## config.mk

```make
export PLATFORM = sky130hd
export DESIGN_NAME = cpu_subsys_mem_arb
export DESIGN_NICKNAME = d
export VERILOG_FILES = /design/src/rtl/cpu_subsys_mem_arb.sv
export SDC_FILE = /design/constraint.sdc
export NUM_CORES = 1
export LEC_CHECK = 0
export BUFFER_PORTS_ARGS = -buffer_cell sky130_fd_sc_hd__buf_2
export CAP_MARGIN = 20
export CORE_MARGIN = 10
export CORE_UTILIZATION = 36
export DETAILED_ROUTE_END_ITERATION = 16
export PLACE_DENSITY = 0.78
export SYNTH_ARGS = -nofsm -noshare
export SYNTH_HDL_FRONTEND = slang
export SYNTH_SLANG_ARGS = --single-unit
```

## constraint.sdc

```tcl
create_clock -name clk -period 1.45 [get_ports clk]
set_clock_uncertainty 0.05 [all_clocks]
set_input_delay 0.29 -clock clk [delete_from_list [all_inputs] [get_ports clk]]
set_output_delay 0.29 -clock clk [all_outputs]
set_load 0.005 [all_outputs]
```

## src/rtl/cpu_subsys_mem_arb.sv

```systemverilog
`default_nettype none
// ============================================================================
// Module      : cpu_subsys_mem_arb
// Description : Two-master round-robin arbiter in front of a single native
//               memory bus slave, with registered slave-side request fields.
//               The optional BUSY timeout abort is enabled by defining
//               CPU_SUBSYS_MEM_ARB_TIMEOUT_EN.
// Revision    : 1.0 - initial release
// ============================================================================
module cpu_subsys_mem_arb #(
   parameter int unsigned TIMEOUT_CYCLES = 256,
   parameter logic [31:0] ERR_RDATA      = 32'hDEAD_BEEF
) (
   input  logic        clk,
   input  logic        rst,
   input  logic        m0_valid,
   output logic        m0_ready,
   input  logic [31:0] m0_addr,
   input  logic [31:0] m0_wdata,
   input  logic [3:0]  m0_wstrb,
   output logic [31:0] m0_rdata,
   input  logic        m1_valid,
   output logic        m1_ready,
   input  logic [31:0] m1_addr,
   input  logic [31:0] m1_wdata,
   input  logic [3:0]  m1_wstrb,
   output logic [31:0] m1_rdata,
   output logic        s_valid,
   input  logic        s_ready,
   output logic [31:0] s_addr,
   output logic [31:0] s_wdata,
   output logic [3:0]  s_wstrb,
   input  logic [31:0] s_rdata,
   output logic        timeout
);

   localparam logic [1:0] c_IDLE = 2'd0;
   localparam logic [1:0] c_BUSY = 2'd1;
   localparam logic [1:0] c_GAP  = 2'd2;

   logic [1:0]  r_state;
   logic        r_grant;
   logic        r_last_grant;
   logic        r_s_valid;
   logic [31:0] r_s_addr;
   logic [31:0] r_s_wdata;
   logic [3:0]  r_s_wstrb;

   logic        w_any_req;
   logic        w_winner;
   logic        w_busy;
   logic        w_timeout;
   logic        w_done;
   logic [31:0] w_rdata;

   assign w_any_req = m0_valid | m1_valid;
   // On a tie the master that did not win last time is served; 1 = m1.
   assign w_winner  = (m0_valid && m1_valid) ? ~r_last_grant : m1_valid;
   assign w_busy    = (r_state == c_BUSY);

`ifdef CPU_SUBSYS_MEM_ARB_TIMEOUT_EN
   localparam int unsigned      c_TW    = (TIMEOUT_CYCLES > 1) ? $clog2(TIMEOUT_CYCLES) : 1;
   localparam logic [c_TW-1:0]  c_TLAST = c_TW'(TIMEOUT_CYCLES - 1);

   logic [c_TW-1:0] r_tcnt;

   // Counter holds k-1 in the k-th BUSY cycle, so expiry lands in cycle TIMEOUT_CYCLES.
   assign w_timeout = w_busy && !s_ready && (r_tcnt == c_TLAST);
   assign w_rdata   = w_timeout ? ERR_RDATA : s_rdata;

   always_ff @(posedge clk) begin
      if (rst) begin
         r_tcnt <= '0;
      end else if (r_state == c_IDLE) begin
         r_tcnt <= '0;
      end else if (w_busy && !s_ready) begin
         r_tcnt <= r_tcnt + c_TW'(1);
      end
   end
`else
   logic w_unused_cfg;

   assign w_unused_cfg = ^{ERR_RDATA, 32'(TIMEOUT_CYCLES)};
   assign w_timeout    = 1'b0;
   assign w_rdata      = s_rdata;
`endif

   assign w_done = w_busy && (s_ready || w_timeout);

   always_ff @(posedge clk) begin
      if (rst) begin
         r_state      <= c_IDLE;
         r_grant      <= 1'b0;
         r_last_grant <= 1'b1;
         r_s_valid    <= 1'b0;
         r_s_addr     <= '0;
         r_s_wdata    <= '0;
         r_s_wstrb    <= '0;
      end else begin
         case (r_state)
            c_IDLE: begin
               if (w_any_req) begin
                  r_grant      <= w_winner;
                  r_last_grant <= w_winner;
                  r_s_valid    <= 1'b1;
                  r_s_addr     <= w_winner ? m1_addr  : m0_addr;
                  r_s_wdata    <= w_winner ? m1_wdata : m0_wdata;
                  r_s_wstrb    <= w_winner ? m1_wstrb : m0_wstrb;
                  r_state      <= c_BUSY;
               end
            end
            c_BUSY: begin
               if (w_done) begin
                  r_s_valid <= 1'b0;
                  r_state   <= c_GAP;
               end
            end
            // The slave's ready may still be high here from the last beat.
            c_GAP:   r_state <= c_IDLE;
            default: r_state <= c_IDLE;
         endcase
      end
   end

   assign s_valid  = r_s_valid;
   assign s_addr   = r_s_addr;
   assign s_wdata  = r_s_wdata;
   assign s_wstrb  = r_s_wstrb;
   assign timeout  = w_timeout;

   assign m0_ready = w_done && !r_grant;
   assign m1_ready = w_done &&  r_grant;
   assign m0_rdata = (w_busy && !r_grant) ? w_rdata : 32'd0;
   assign m1_rdata = (w_busy &&  r_grant) ? w_rdata : 32'd0;

endmodule
`default_nettype wire

```

==> flow_summary.html, run 1 <==
<table>
<tr><th>Metric</th><th>Value</th></tr>
<tr><th colspan="2">Run status</th></tr>
<tr><td>Run status</td><td>finished, violations left</td></tr>
<tr><td>Violations in the final reports</td><td>setup timing</td></tr>
<tr><th colspan="2">Floorplan</th></tr>
<tr><td>Area of the core</td><td>10400 µm²</td></tr>
<tr><td>Placement row count</td><td>37</td></tr>
<tr><td>Area enclosed by the die boundary</td><td>15200 µm²</td></tr>
<tr><td>Height of the die</td><td>123 µm</td></tr>
<tr><td>Number of placed I/O pins</td><td>309</td></tr>
<tr><td>Overall die width</td><td>123 µm</td></tr>
<tr><td>Starting Density</td><td>37.0%</td></tr>
<tr><th colspan="2">Routing</th></tr>
<tr><td>Number of vias after detailed routing</td><td>4869</td></tr>
<tr><td>DRC violation count after routing</td><td>0</td></tr>
<tr><td>Wirelength per Cell</td><td>19.9 µm</td></tr>
<tr><td>Number of optimization iterations in the first detailed-route pass</td><td>5</td></tr>
<tr><td>Detail-routed via count per cell</td><td>5.16</td></tr>
<tr><td>Total wire length after detailed routing</td><td>18800 µm</td></tr>
<tr><td>Iteration-0 DRC Markers</td><td>351</td></tr>
<tr><td>Number of routed nets with antenna violations</td><td>0</td></tr>
<tr><th colspan="2">Yosys</th></tr>
<tr><td>Post-synthesis cell count</td><td>486</td></tr>
<tr><td>Number of distinct standard cells referenced by the synthesized netlist</td><td>23</td></tr>
<tr><td>Top flip-flop cell by instance count after synthesis</td><td>dfxtp_1</td></tr>
<tr><td>Portion of synthesized cell area occupied by the leading cell type</td><td>38.1%</td></tr>
<tr><td>Mean cell area of the mapped netlist</td><td>7.90 µm²</td></tr>
<tr><td>Multiplexer share of the synthesized area</td><td>0%</td></tr>
<tr><td>Cell area after synthesis</td><td>3840 µm²</td></tr>
<tr><td>Cell types with the largest area share after synthesis</td><td>dfxtp_1, nand2_1, a311oi_1</td></tr>
<tr><td>Flip-flop and latch count after synthesis</td><td>73</td></tr>
<tr><td>Synth async-reset ratio</td><td>0%</td></tr>
<tr><td>Post-Synth Adder-Cell Area</td><td>0%</td></tr>
<tr><td>Top-count cell post-synth</td><td>nand2_1</td></tr>
<tr><td>Share of the yosys chip area belonging to registers</td><td>38.1%</td></tr>
<tr><td>Post-synthesis cell type with the largest combined area</td><td>dfxtp_1</td></tr>
<tr><td>Parity-gate share of the synthesized area counting xor and xnor cells</td><td>0%</td></tr>
<tr><td>Syn Nets</td><td>659</td></tr>
<tr><td>Largest family of logic cells by synthesized area</td><td>compound AO/OA/AOI/OAI gates</td></tr>
<tr><td>Compound-Gate Fraction of Synth Area</td><td>29.1%</td></tr>
<tr><td>Yosys warning total</td><td>0</td></tr>
<tr><td>Most used standard cells in the synthesized netlist</td><td>nand2_1, dfxtp_1, a21oi_1</td></tr>
<tr><td>Basic-gate share of the synthesized area counting and, or, nand and nor cells</td><td>26.1%</td></tr>
<tr><td>Count of flip-flops with a built-in enable after synthesis</td><td>0</td></tr>
<tr><th colspan="2">Pwr</th></tr>
<tr><td>Leakage power of the design</td><td>3.26 nW</td></tr>
<tr><td>Maximum resistive drop on vdd</td><td>0.615 mV</td></tr>
<tr><td>Overall Power</td><td>6.24 mW</td></tr>
<tr><td>Net switching share of the total power</td><td>32.7%</td></tr>
<tr><td>Clock Power Share</td><td>26.2%</td></tr>
<tr><td>Pwr Density</td><td>948 nW/µm²</td></tr>
<tr><td>Share of power burned in registers</td><td>38.1%</td></tr>
<tr><td>Pint</td><td>4.20 mW</td></tr>
<tr><td>P_sw</td><td>2.04 mW</td></tr>
<tr><td>Combinational group share of total power</td><td>35.7%</td></tr>
<tr><th colspan="2">GRT</th></tr>
<tr><td>Pin count of the biggest net entering global routing</td><td>48</td></tr>
<tr><td>Total overflow reported by the global router</td><td>0</td></tr>
<tr><td>Number of global-route vias before repair</td><td>4778</td></tr>
<tr><td>Initial antenna violation count</td><td>1</td></tr>
<tr><td>Combined global-route utilization of all metal layers</td><td>21.1%</td></tr>
<tr><td>First-pass GRT wire length</td><td>25500 µm</td></tr>
<tr><th colspan="2">Setup path</th></tr>
<tr><td>Worst Setup Start Kind</td><td>register</td></tr>
<tr><td>Setup Crit Path Kind</td><td>reg2out</td></tr>
<tr><td>Worst path buffer plus inverter count</td><td>2</td></tr>
<tr><td>Required time reported for the critical path endpoint</td><td>1.11 ns</td></tr>
<tr><td>Highest cell delay on the worst timing path</td><td>0.37 ns</td></tr>
<tr><td>Sort of element at the end of the critical path</td><td>primary output</td></tr>
<tr><td>Critical-path cell with the highest stage delay</td><td>dfxtp_4</td></tr>
<tr><td>CP cell instances</td><td>and3b_2 &gt; buf_12 &gt; and2_1 &gt; buf_2</td></tr>
<tr><td>Worst endpoint data arrival time</td><td>1.37 ns</td></tr>
<tr><td>Critical-path maximum fanout</td><td>33</td></tr>
<tr><td>Delay-heaviest family, CP</td><td>flip-flops</td></tr>
<tr><th colspan="2">STA</th></tr>
<tr><td>Crit path time final</td><td>1.71 ns</td></tr>
<tr><td>F_max</td><td>0.584 GHz</td></tr>
<tr><td>Unrepaired setup endpoints after global routing</td><td>true</td></tr>
<tr><td>Slack of the critical path</td><td>-0.261 ns</td></tr>
<tr><td>Total Negative Setup Slacks</td><td>-16.79 ns</td></tr>
<tr><td>Period utilisation layout</td><td>118%</td></tr>
<tr><td>Slew Limit Fails</td><td>0</td></tr>
<tr><td>Final setup violation count</td><td>99</td></tr>
<tr><td>Fin Hold WS</td><td>0.143 ns</td></tr>
<tr><td>Final hold viol count</td><td>0</td></tr>
<tr><th colspan="2">Placement</th></tr>
<tr><td>Hpwl dp</td><td>13500 µm</td></tr>
<tr><td>Input/output buffers</td><td>307</td></tr>
<tr><td>Final estimated routing congestion in global placement</td><td>0.958</td></tr>
<tr><td>Instance area after placement</td><td>5650 µm²</td></tr>
<tr><th colspan="2">Clock tree</th></tr>
<tr><td>Clock input transition at the sequential cells of the worst setup and hold paths</td><td>0.09 ns</td></tr>
<tr><td>Htree depth</td><td>3</td></tr>
<tr><td># clock sinks</td><td>73</td></tr>
<tr><td>Buffer depth of the longest clock path</td><td>2</td></tr>
<tr><td>Root buffer cell</td><td>clkbuf_8</td></tr>
<tr><td>Clock tree from TritonCTS</td><td>yes</td></tr>
<tr><td>Latest clock arrival within the worst-skew pair</td><td>0.34 ns</td></tr>
<tr><td>Number of buffers added by the clock tree synthesis step</td><td>9</td></tr>
<tr><th colspan="2">Job</th></tr>
<tr><td>Max-cap violations</td><td>0</td></tr>
<tr><th colspan="2">Final layout</th></tr>
<tr><td>Area Overhead vs Synth</td><td>71.6%</td></tr>
<tr><td>Fraction of layout cells with a size suffix above 1</td><td>55.9%</td></tr>
<tr><td>Non-Filler Cell Area, Final</td><td>6580 µm²</td></tr>
<tr><td>NumNets Final</td><td>973</td></tr>
<tr><th colspan="2">Min path</th></tr>
<tr><td>Classification of the worst-slack hold path</td><td>in2reg</td></tr>
</table>
## layout make-up
class                           instances  area (µm²)
Fill cell                             919        3790
Clock buffer                           10         128
Tap cell                              136         170
Multi-Input combinational cell        359        2380
Antenna cell                            3        7.51
Timing Repair Buffer                  357        2360
Sequential cell                        73        1470
Clock inverter                          6        67.6
## layout by cell type, fill, tap and decap left out
master,synthesis,layout
clkbuf_16,0,9
clkbuf_1,36,1
buf_2,9,301
inv_6,0,1
conb_1,1,1
nand2_1,140,140
a21oi_4,0,2
nand3b_1,1,1
nor3b_4,0,1
diode_2,0,3
buf_4,3,16
bufinv_16,0,1
clkinv_2,0,1
buf_16,0,2
buf_12,0,13
dfxtp_1,73,70
buf_6,4,12
dfxtp_4,0,1
and2_4,1,4
a21boi_4,0,1
clkbuf_8,0,9
nor2b_1,1,1
or3b_2,1,1
clkinvlp_4,0,2
a21oi_1,71,45
or2_2,0,1
and2_1,66,63
a21oi_2,0,24
and3b_2,0,1
buf_8,0,4
dfxtp_2,0,2
a311oi_2,20,37
a311oi_1,48,31
a21bo_4,0,1
a221o_1,1,1
clkinv_4,0,1
nor2_4,0,1
a21bo_2,2,1
nor2_1,2,1
## power by group through the flow
stage	registers [mW]	logic (mW)	clock network, mW
detailed placement	2.40	1.73	0
floorplan	2.42	0.849	0
finish	2.38	2.23	1.63
global placement	2.39	1.72	0
global route	2.41	2.40	1.75
CTS	2.36	1.85	1.66
## cells by family (layout without fill, tap and decap cells)
group	after synthesis	after routing
simple gates	215	215
compound gates	143	143
flops	73	73
buf+inv	54	373
other cells	1	4
## sequential cells by signal, summed over array words and instances (netlist names)
register and cells:
r_last_grant 1, s_wstrb 4, s_addr 32, s_valid 1, s_wdata 32, r_grant 1, r_state 2
## per-layer routing
layer,vias up,GRT usage [%],share of wire (%)
met2,253,38.6,52
met3,33,7.47,11
met1,2250,21.6,34
li1,2333,-,-
met5,-,0,0
met4,0,7.86,2.8
## worst min-delay path, cell delays in order
cell and delay (ns):
buf_2 0.09, nand2_1 0.04, a311oi_1 0.07
## metrics by stage
stage / std cells / util [%] / setup slack [ns]
finish: 944 / 63.5 / -0.261
global route: 942 / 63.4 / -0.348
CTS: 928 / 58.0 / -0.282
detailed placement: 904 / 54.5 / -0.0894
global placement: 904 / 54.5 / -0.0367
floorplan: 486 / - / -0.0146
## worst paths after layout
kind,from,to,cells after the start,slack [ns]
hold reg to reg,s_valid,s_valid,2,0.42
setup reg to reg,r_state[1],s_addr[25],6,-0.07
setup / recovery,r_state[1],m1_rdata[18],4,-0.26
hold / removal,m0_wstrb[1],s_wstrb[1],3,0.14
## what timing repair did
item / in CTS / in global routing
gates cloned: 2 / 11
resized for setup: 21 / 67
buffers inserted: 6 / 5
hold buffers: 0 / 0
pin swaps: 5 / 53
endpoints found under the setup margin: 70 / 127
Power figures use the tool's default switching activity.
==> run 2: changes to the inputs <==
--- a/config.mk
+++ b/config.mk
@@ -11,4 +11,5 @@
 export CORE_UTILIZATION = 36
 export DETAILED_ROUTE_END_ITERATION = 16
+export GPL_ROUTABILITY_DRIVEN = 1
 export PLACE_DENSITY = 0.78
 export SYNTH_ARGS = -nofsm -noshare
==> constraint.sdc (replaced) <==
create_clock -name clk -period 1.45 [get_ports clk]
set_clock_uncertainty 0.05 [all_clocks]
set_input_delay 0.0725 -clock clk [delete_from_list [all_inputs] [get_ports clk]]
set_output_delay 0.0725 -clock clk [all_outputs]
set_load 0.005 [all_outputs]
==> run 2 against run 1 <==
  * The flow still finishes with violations (setup timing)
  * Register-to-register slack better by 0.12 ns
  * Global-route usage up 3.3 points
  * Sequential share of layout area down 2.4 points
  * Sequential power about the same
  * Setup slack better by 0.19 ns
  * Wire length up 14%
  * Flip-flop and latch count unchanged
  * Combinational power down 4%
  * Clock-buffer cell count up 1
  * Final area up 13%
  * Non-clock buffer count up 115
  * First-iteration DRC count up 14%
  * Largest cell class is now non-clock buffers
  * Largest power group unchanged
==> flow_summary.html, run 2 (synthesis gave the netlist of run 1 again) <==
<table>
<tr><th>Metric</th><th>Value</th></tr>
<tr><th colspan="2">Run status</th></tr>
<tr><td>Run status</td><td>finished, violations left</td></tr>
<tr><td>Violations in the final reports</td><td>setup timing</td></tr>
<tr><th colspan="2">STA</th></tr>
<tr><td>Slack of the critical path</td><td>-0.0717 ns (+0.189 ns)</td></tr>
<tr><td>Unrepaired setup endpoints after global routing</td><td>true</td></tr>
<tr><td>Period utilisation layout</td><td>105% (-13 points)</td></tr>
<tr><td>Slew Limit Fails</td><td>0 (unchanged)</td></tr>
<tr><td>Final hold viol count</td><td>0 (unchanged)</td></tr>
<tr><td>F_max</td><td>0.657 GHz (+12%)</td></tr>
<tr><td>Final setup violation count</td><td>66 (-33%)</td></tr>
<tr><td>Crit path time final</td><td>1.52 ns (-0.189 ns)</td></tr>
<tr><th colspan="2">Floorplan</th></tr>
<tr><td>Height of the die</td><td>123 µm (unchanged)</td></tr>
<tr><td>Placement row count</td><td>37 (unchanged)</td></tr>
<tr><td>Overall die width</td><td>123 µm (unchanged)</td></tr>
<tr><td>Number of placed I/O pins</td><td>309 (unchanged)</td></tr>
<tr><td>Area enclosed by the die boundary</td><td>15200 µm² (unchanged)</td></tr>
<tr><td>Starting Density</td><td>37.0% (unchanged)</td></tr>
<tr><td>Area of the core</td><td>10400 µm² (unchanged)</td></tr>
<tr><th colspan="2">Placement</th></tr>
<tr><td>Input/output buffers</td><td>307 (unchanged)</td></tr>
<tr><td>Final estimated routing congestion in global placement</td><td>0.872 (-9.0%)</td></tr>
<tr><td>Total placed cells including tap cells</td><td>892 (-1.3%)</td></tr>
<tr><td>Worst setup timing slack at the placement stage</td><td>0.0160 ns (+0.105 ns)</td></tr>
<tr><td>Instance area after placement</td><td>5550 µm² (-1.8%)</td></tr>
<tr><td>Hpwl dp</td><td>12900 µm (-4.8%)</td></tr>
<tr><th colspan="2">Clock tree</th></tr>
<tr><td>Clock input transition at the sequential cells of the worst setup and hold paths</td><td>0.08 ns (about the same)</td></tr>
<tr><td>Latest clock arrival within the worst-skew pair</td><td>0.34 ns (about the same)</td></tr>
<tr><td>Buffer depth of the longest clock path</td><td>2 (unchanged)</td></tr>
<tr><td>Number of buffers added by the clock tree synthesis step</td><td>9 (unchanged)</td></tr>
<tr><td>Clock tree from TritonCTS</td><td>yes</td></tr>
<tr><td>Root buffer cell</td><td>clkbuf_8</td></tr>
<tr><td># clock sinks</td><td>73 (unchanged)</td></tr>
<tr><td>Htree depth</td><td>3 (unchanged)</td></tr>
<tr><th colspan="2">Setup path</th></tr>
<tr><td>Sort of element at the end of the critical path</td><td>primary output</td></tr>
<tr><td>Critical-path cell with the highest stage delay</td><td>dfxtp_4</td></tr>
<tr><td>Required time reported for the critical path endpoint</td><td>1.33 ns (+0.22 ns)</td></tr>
<tr><td>Critical-path maximum fanout</td><td>33 (unchanged)</td></tr>
<tr><td>Worst Setup Start Kind</td><td>register</td></tr>
<tr><td>Launch point of the worst reg-to-reg path</td><td>r_state[1]</td></tr>
<tr><td>Worst endpoint data arrival time</td><td>1.40 ns (+0.03 ns)</td></tr>
<tr><td>Critical Path Start</td><td>r_state[1]</td></tr>
<tr><td>Setup Crit Path Kind</td><td>reg2out</td></tr>
<tr><td>Highest cell delay on the worst timing path</td><td>0.38 ns (about the same)</td></tr>
<tr><td>CP cell instances</td><td>and3b_2 &gt; buf_12 &gt; and2_1 &gt; buf_2</td></tr>
<tr><th colspan="2">Final layout</th></tr>
<tr><td>Area of the multi-input gates</td><td>2180 µm² (-8.6%)</td></tr>
<tr><td>Area used by sequential logic in the layout</td><td>1470 µm² (+0.26%)</td></tr>
<tr><td>Most common cell after layout, fill and taps aside</td><td>buf_2</td></tr>
<tr><td>NumNets Final</td><td>1088 (+12%)</td></tr>
<tr><td>Non-Filler Cell Area, Final</td><td>7410 µm² (+13%)</td></tr>
<tr><td>Fillers</td><td>750 (-18%)</td></tr>
<tr><td>Fraction of layout cells with a size suffix above 1</td><td>42.1% (-14 points)</td></tr>
<tr><td>Area Overhead vs Synth</td><td>93.1%</td></tr>
<tr><td>Leading cell types in the layout, fill and taps excluded</td><td>buf_2, nand2_1, dlygate4sd3_1</td></tr>
<tr><td>Non-filler instance count after layout</td><td>1074 (+14%)</td></tr>
<tr><th colspan="2">Routing</th></tr>
<tr><td>Number of optimization iterations in the first detailed-route pass</td><td>7 (+2)</td></tr>
<tr><td>Number of vias after detailed routing</td><td>5657 (+16%)</td></tr>
<tr><td>Wirelength per Cell</td><td>19.9 µm (about the same)</td></tr>
<tr><td>DRC violation count after routing</td><td>0 (unchanged)</td></tr>
<tr><td>Iteration-0 DRC Markers</td><td>401 (+14%)</td></tr>
<tr><td>Detail-routed via count per cell</td><td>5.27 (+2.1%)</td></tr>
<tr><td>Total wire length after detailed routing</td><td>21300 µm (+14%)</td></tr>
<tr><td>Number of routed nets with antenna violations</td><td>0 (unchanged)</td></tr>
<tr><th colspan="2">GRT</th></tr>
<tr><td>Initial antenna violation count</td><td>11 (+10)</td></tr>
<tr><td>Number of global-route vias before repair</td><td>5611 (+17%)</td></tr>
<tr><td>Combined global-route utilization of all metal layers</td><td>24.4% (+3.3 points)</td></tr>
<tr><td>First-pass GRT wire length</td><td>29600 µm (+16%)</td></tr>
<tr><td>Pin count of the biggest net entering global routing</td><td>54 (+13%)</td></tr>
<tr><td>Total overflow reported by the global router</td><td>0 (unchanged)</td></tr>
<tr><th colspan="2">Min path</th></tr>
<tr><td>Start point of the worst hold path</td><td>rst</td></tr>
<tr><td>Classification of the worst-slack hold path</td><td>in2reg</td></tr>
<tr><th colspan="2">Pwr</th></tr>
<tr><td>P_sw</td><td>1.94 mW (-5.2%)</td></tr>
<tr><td>Net switching share of the total power</td><td>30.7% (-2.0 points)</td></tr>
<tr><td>Pwr Density</td><td>850 nW/µm² (-10%)</td></tr>
<tr><td>Combinational group share of total power</td><td>33.9% (-1.8 points)</td></tr>
<tr><td>Leakage power of the design</td><td>3.63 nW (+11%)</td></tr>
<tr><td>Pint</td><td>4.36 mW (+3.9%)</td></tr>
<tr><td>Clock Power Share</td><td>28.4% (+2.2 points)</td></tr>
<tr><td>Share of power burned in registers</td><td>37.7% (-0.4 points)</td></tr>
<tr><td>Overall Power</td><td>6.30 mW (+0.90%)</td></tr>
<tr><td>Maximum resistive drop on vdd</td><td>0.531 mV (-14%)</td></tr>
<tr><th colspan="2">Job</th></tr>
<tr><td>Max-cap violations</td><td>0 (unchanged)</td></tr>
</table>
==> run 2: power groups by stage <==
| stage | registers, mW | clock network (mW) | logic, mW |
|---|---|---|---|
| 6_report | 2.38 | 1.79 | 2.13 |
| 5_1_grt | 2.40 | 1.90 | 2.30 |
| 4_1_cts | 2.36 | 1.81 | 1.96 |
| 3_5_place_dp | 2.40 | 0 | 1.67 |
| 3_3_place_gp | 2.39 | 0 | 1.65 |
| 2_1_floorplan | 2.42 | 0 | 0.841 |
==> run 2: what timing repair did <==
action,CTS,global route
hold buffers,137,0
setup endpoints to repair,66,89
hold endpoints to repair,70,0
pin swaps,0,2
gates cloned,0,4
buffers inserted,1,6
resized for setup,5,14
==> run 2: worst max-delay path: cells and delay by family (launching register included) <==
kind,cells,cell delay [ns]
AND/OR/NAND/NOR,2,0.39
flip-flops,1,0.38
buffers and inverters,2,0.30
==> run 2: cell type report <==
cell class	count	area share (%)
timing repair buffer	472	44.9
multi-input combinational	359	29.4
sequential	73	19.9
tap	136	2.30
clock buffer	11	1.91
clock inverter	5	1.06
antenna	18	0.608
==> run 2: final timing paths <==
kind,end,slack (ns),cells after the start
worst max-delay path,m1_rdata[14],-0.07,4
worst min-delay path,s_wdata[1],0.06,2
worst max register to register,s_addr[6],0.05,4
worst min register to register,s_valid,0.40,2
==> run 2: per-layer routing <==
metal | share of wire, % | global-route usage [%] | up-vias
met5 | 0 | 0 | -
met4 | 5.6 | 18.2 | 0
met3 | 10 | 7.66 | 93
met2 | 50 | 41.5 | 399
met1 | 34 | 24.9 | 2585
li1 | - | - | 2580
==> run 2: stage by stage <==
| step | setup TNS [ns] | hold WS (ns) | utilization [%] |
|---|---|---|---|
| after floorplan | 0 | 0.176 | - |
| after global placement | 0 | 0.289 | 53.5 |
| after detailed placement | 0 | 0.296 | 53.5 |
| after CTS | -3.74 | 0.0408 | 69.1 |
| after global routing | -7.98 | 0.0544 | 71.3 |
| final | -2.53 | 0.0628 | 71.5 |
